File: src/rtl/param_register_file.sv
// Parametrised register file: two combinational read ports and two write
// ports. Port B has priority over port A. Optional hardwired-zero R0 and
// optional write-to-read bypass. A per-register busy scoreboard supports
// hazard detection, with a registered count of busy registers.
module param_register_file #(
  parameter int unsigned DATA_W  = 16,
  parameter int unsigned ADDR_W  = 4,
  parameter bit          ZERO_R0 = 1'b1,
  parameter bit          BYPASS  = 1'b1
) (
  input  logic              clk,
  input  logic              rst_n,
  input  logic [ADDR_W-1:0] ReadRegister1,
  input  logic [ADDR_W-1:0] ReadRegister2,
  output logic [DATA_W-1:0] ReadData1,
  output logic [DATA_W-1:0] ReadData2,
  output logic              Busy1,
  output logic              Busy2,
  input  logic              WriteEnA,
  input  logic [ADDR_W-1:0] WriteRegA,
  input  logic [DATA_W-1:0] WriteDataA,
  input  logic              WriteEnB,
  input  logic [ADDR_W-1:0] WriteRegB,
  input  logic [DATA_W-1:0] WriteDataB,
  input  logic              MarkEn,
  input  logic [ADDR_W-1:0] MarkReg,
  output logic [ADDR_W:0]   BusyCount
);

  localparam int unsigned DEPTH = 2**ADDR_W;
  localparam int unsigned CNT_W = ADDR_W + 1;

  logic [DATA_W-1:0] regs_q [DEPTH];
  logic [DATA_W-1:0] regs_d [DEPTH];
  logic [DEPTH-1:0]  busy_q, busy_d;
  logic [CNT_W-1:0]  count_q, count_d;

  // Read with optional forwarding of same-cycle write data. Port B is applied
  // last so it overrides port A. Forwarding is gated by rst_n, so the reads
  // stay 0 while reset is held.
  function automatic logic [DATA_W-1:0] read_port(input logic [ADDR_W-1:0] addr);
    logic [DATA_W-1:0] v;
    v = regs_q[addr];
    if (BYPASS && rst_n) begin
      if (WriteEnA && (WriteRegA == addr)) v = WriteDataA;
      if (WriteEnB && (WriteRegB == addr)) v = WriteDataB;
    end
    if (ZERO_R0 && (addr == '0)) v = '0;
    return v;
  endfunction

  // Compute next array contents, busy bits and busy population count.
  always_comb begin
    regs_d  = regs_q;
    busy_d  = busy_q;
    count_d = '0;
    for (int unsigned i = 0; i < DEPTH; i++) begin
      if (WriteEnA && (WriteRegA == ADDR_W'(i))) begin
        regs_d[i] = WriteDataA;
        busy_d[i] = 1'b0;
      end
      if (WriteEnB && (WriteRegB == ADDR_W'(i))) begin
        regs_d[i] = WriteDataB;
        busy_d[i] = 1'b0;
      end
      // A mark on the same edge as a write means a new producer was issued,
      // so the mark wins over the write's clear.
      if (MarkEn && (MarkReg == ADDR_W'(i))) busy_d[i] = 1'b1;
      if (ZERO_R0 && (i == 0)) begin
        regs_d[i] = '0;
        busy_d[i] = 1'b0;
      end
      count_d = count_d + CNT_W'(busy_d[i]);
    end
  end

  // State registers with asynchronous clear.
  always_ff @(posedge clk or negedge rst_n) begin
    if (!rst_n) begin
      for (int unsigned i = 0; i < DEPTH; i++) regs_q[i] <= '0;
      busy_q  <= '0;
      count_q <= '0;
    end else begin
      regs_q  <= regs_d;
      busy_q  <= busy_d;
      count_q <= count_d;
    end
  end

  // Combinational read data and busy lookups.
  always_comb begin
    ReadData1 = read_port(ReadRegister1);
    ReadData2 = read_port(ReadRegister2);
    Busy1     = busy_q[ReadRegister1];
    Busy2     = busy_q[ReadRegister2];
    BusyCount = count_q;
  end

endmodule
File: config.mk
export PLATFORM = sky130hd
export DESIGN_NAME = param_register_file
export DESIGN_NICKNAME = d
export VERILOG_FILES = /design/src/rtl/param_register_file.sv
export SDC_FILE = /design/constraint.sdc
export NUM_CORES = 1
export LEC_CHECK = 0
export CORE_UTILIZATION = 49
export DETAILED_ROUTE_END_ITERATION = 10
export PLACE_DENSITY = 0.7
export SETUP_SLACK_MARGIN = 0.1
export SLEW_MARGIN = 40
export SYNTH_ARGS = -nofsm -noshare
export SYNTH_HDL_FRONTEND = slang
export SYNTH_SLANG_ARGS = --single-unit
File: constraint.sdc
create_clock -name clk -period 3.5 [get_ports clk]
set_clock_uncertainty 0.1 [all_clocks]
set_input_delay 0.875 -clock clk [delete_from_list [all_inputs] [get_ports clk]]
set_output_delay 0.875 -clock clk [all_outputs]
set_load 0.005 [all_outputs]
==> out/summary.txt <==
status: finished, violations left
violated checks: negative setup slack
initial antenna violation count: 0
Total GRT Usage: 38.62%
Root Buffer: clkbuf_16
CTS Sinks: 259
Post-DP HPWL: 42610 um
CP Data Arrival Time: 4.69 ns
post-layout util: 66.01%
worst-path fanout max: 3
Tightest Hold Check Type: input port to asynchronous set/reset pin
Min Hold Slack: 0.1065 ns
via/cell ratio: 6.738
cell internal pwr: 7.892 mW
I/O pin count: 96
logic gate share of total power: 35.1%
r2r startpoint: busy_q[4]
antenna viol nets, final: 0
Max-Cap Viols: 0
Reg clk slew, reported paths: 0.07 ns
endpoints failing setup: 36
placed cell count: 2292
GRT overflow: 0
Die Ht: 190.7 um
Cell Pwr Density: 513.8 nW/um2
Mapped Avg Cell Area: 10.17 um2
Area Overhead vs Synth: 31.66%
drt first-iter violations: 2074
hold buffer count at CTS: 0
GR Util met3: 9.827%
most frequent cells in the layout: mux2i_1, dfrtp_1, a21oi_1
maximum VDD drop: 0.4376 mV
I/O Buffers: 94
minimum clock period: 4.268 ns
Setup crit end kind: register
first-pass GRT wire length: 103500 um
number of global-route vias before repair: 16318
Num CTS Buffers: 31
critical path class: input port to register
die span in x: 190.7 um
DP Worst Slack: -1.799 ns
Yosys reg bits: 259
clk_lat worst skew: 0.58 ns
DIE AREA: 36360 um2
Synth Instances: 1715
synth unique cells: 54
Remaining DRCs: 0
Initial Utilization: 50.14%
Mapped Area: 17450 um2
Final Routed Wirelength: 71300 um
Placer Congestion: 0.9717
Sw Pwr: 3.908 mW
Max Freq: 234.3 MHz
TritonRoute pass-1 iters: 8
leakage: 9.860 nW
total power: 11.80 mW
sequential power share: 37.7%
WL/cell: 29.20 um
CTS tree: yes
met1 usage in global routing: 48.53%
fin. max-slew vios: 0
Final Non-Filler Cells: 2442
# diodes: 0
clock network power share: 27.2%
Worst Max-Slew Pin Slew: 0.7214 ns
Bufs on Longest Clock Path: 3
unrepaired setup endpoints after global routing: yes
sequential area share after synthesis: 37.15%
CORE AREA: 34800 um2
Final nets: 2037
# fillers: 2570
max_slew headroom: 51.91%
switching part of the total: 33.12%
share of cells above drive strength 1: 32.76%
Final Hold Vio Count: 0
R2R Path End: BusyCount[1]
largest net degree at the start of global routing: 85
H-tree levels: 1
Synth warnings: 0
commonest non-fill, non-tap cell in the layout: mux2i_1
Synthesized Nets: 1784
reg-to-reg slack, setup: -0.38 ns
GR Layer Usage met2: 58.60%
Setup crit start kind: input port
Setup WS post-layout: -0.7676 ns
Rows: 68
Reg2Reg Depth: 11
Final Cycle Share: 121.9%
vias: 16455
GRT Max-Usage Layer: met2
WP data required: 3.92 ns
[repair_timing]
item / in CTS / in global routing
setup endpoints to repair: 38 / 38
pin swaps: 64 / 33
gates resized for setup: 349 / 94
setup buffers: 75 / 21
gates cloned: 5 / 2
[registers in the layout (all words and copies together), names as in the netlist]
name and flops:
busy_q 15, regs_q 240, BusyCount 4
[logic make-up (layout without fill, tap and decap cells)]
family                   after synthesis  in the layout  share of synthesized area (%)
flip-flops                           259            259                          37.15
multiplexers                         403            403                          29.24
adder cells (fa/ha/maj)               12             12                          1.291
buffers and inverters                208            480                          5.673
other                                  1              1                        0.02149
XOR/XNOR                              15             15                         0.7530
AND/OR/NAND/NOR                      398            398                          10.29
AO/OA/AOI/OAI                        419            419                          15.58
[cells in the mapped netlist, drive strengths merged]
cell type | number | share of area, %
o211ai | 10 | 0.43
xor2 | 10 | 0.50
nor3b | 5 | 0.24
dfrtp | 259 | 37
buf | 79 | 2.9
or2 | 1 | 0.036
a2111oi | 1 | 0.16
nor2b | 41 | 1.5
mux4 | 79 | 10
nand3 | 8 | 0.23
o221a | 37 | 2.4
a21o | 3 | 0.13
and3b | 5 | 0.25
nor2 | 218 | 4.8
a22oi | 20 | 0.86
clkbuf | 106 | 2.3
a22o | 4 | 0.20
a21oi | 226 | 6.5
conb | 1 | 0.021
o21a | 2 | 0.093
nand2b | 4 | 0.14
nand3b | 3 | 0.15
a221oi | 37 | 1.9
xnor2 | 5 | 0.25
nor4 | 5 | 0.34
nor3 | 20 | 0.63
a32o | 7 | 0.40
inv | 23 | 0.49
nand2 | 79 | 1.7
a221o | 16 | 0.92
o22ai | 2 | 0.072
a32oi | 2 | 0.10
ha | 2 | 0.14
and2 | 4 | 0.14
and3 | 5 | 0.18
mux2i | 291 | 17
fa | 10 | 1.1
mux2 | 33 | 2.1
o21ai | 52 | 1.5
[critical path: stages]
cell	delay [ns]
buf_2	0.12
nor3b_2	0.16
buf_4	0.15
nand2_2	0.06
a32o_2	0.30
fa_1	0.55
inv_2	0.04
fa_1	0.56
fa_1	0.44
fa_1	0.51
inv_2	0.04
fa_2	0.34
inv_2	0.06
fa_2	0.43
inv_2	0.05
[power by group through the flow]
stage               sequential, mW  clock [mW]  combinational, mW
global placement              4.37           0               3.60
floorplan                     4.22           0               2.51
CTS                           4.40        3.20               3.94
detailed placement            4.43           0               3.71
finish                        4.45        3.21               4.14
global route                  4.52        3.32               4.47
[layer usage]
metal,part of all wire (%),vias up
li1,-,6824
met1,37,8005
met2,44,1252
met3,11,374
met4,7.5,0
met5,0,-
[per-stage QoR]
stage / TNS [ns] / cell area [um2]
floorplan: -4.870 / 17550
global route: -12.19 / 22970
CTS: -9.142 / 22460
finish: -11.50 / 22970
global placement: -34.70 / 20070
detailed placement: -35.38 / 20090
[how the worst max path moves through the flow]
stage	start	to	slack [ns]
CTS	WriteRegA[2]	BusyCount[1]	-0.83
global route	WriteRegA[2]	BusyCount[1]	-0.89
finish	WriteRegB[3]	BusyCount[1]	-0.77
detailed placement	WriteRegA[3]	BusyCount[1]	-1.80
global placement	WriteRegA[3]	BusyCount[1]	-1.73
floorplan	WriteRegA[3]	BusyCount[1]	-1.36
[area by class of cell]
class / count / area [um2] / area share [%]
multi-input cells: 1248 / 10730 / 46.71
flip-flops and latches: 259 / 6481 / 28.22
repair buffers: 405 / 4126 / 17.96
clock buffers: 41 / 863.3 / 3.759
well taps: 455 / 569.3 / 2.478
clock inverters: 11 / 113.9 / 0.4957
inverters: 23 / 86.33 / 0.3759
Note: power is estimated with default switching activity, not from simulation.
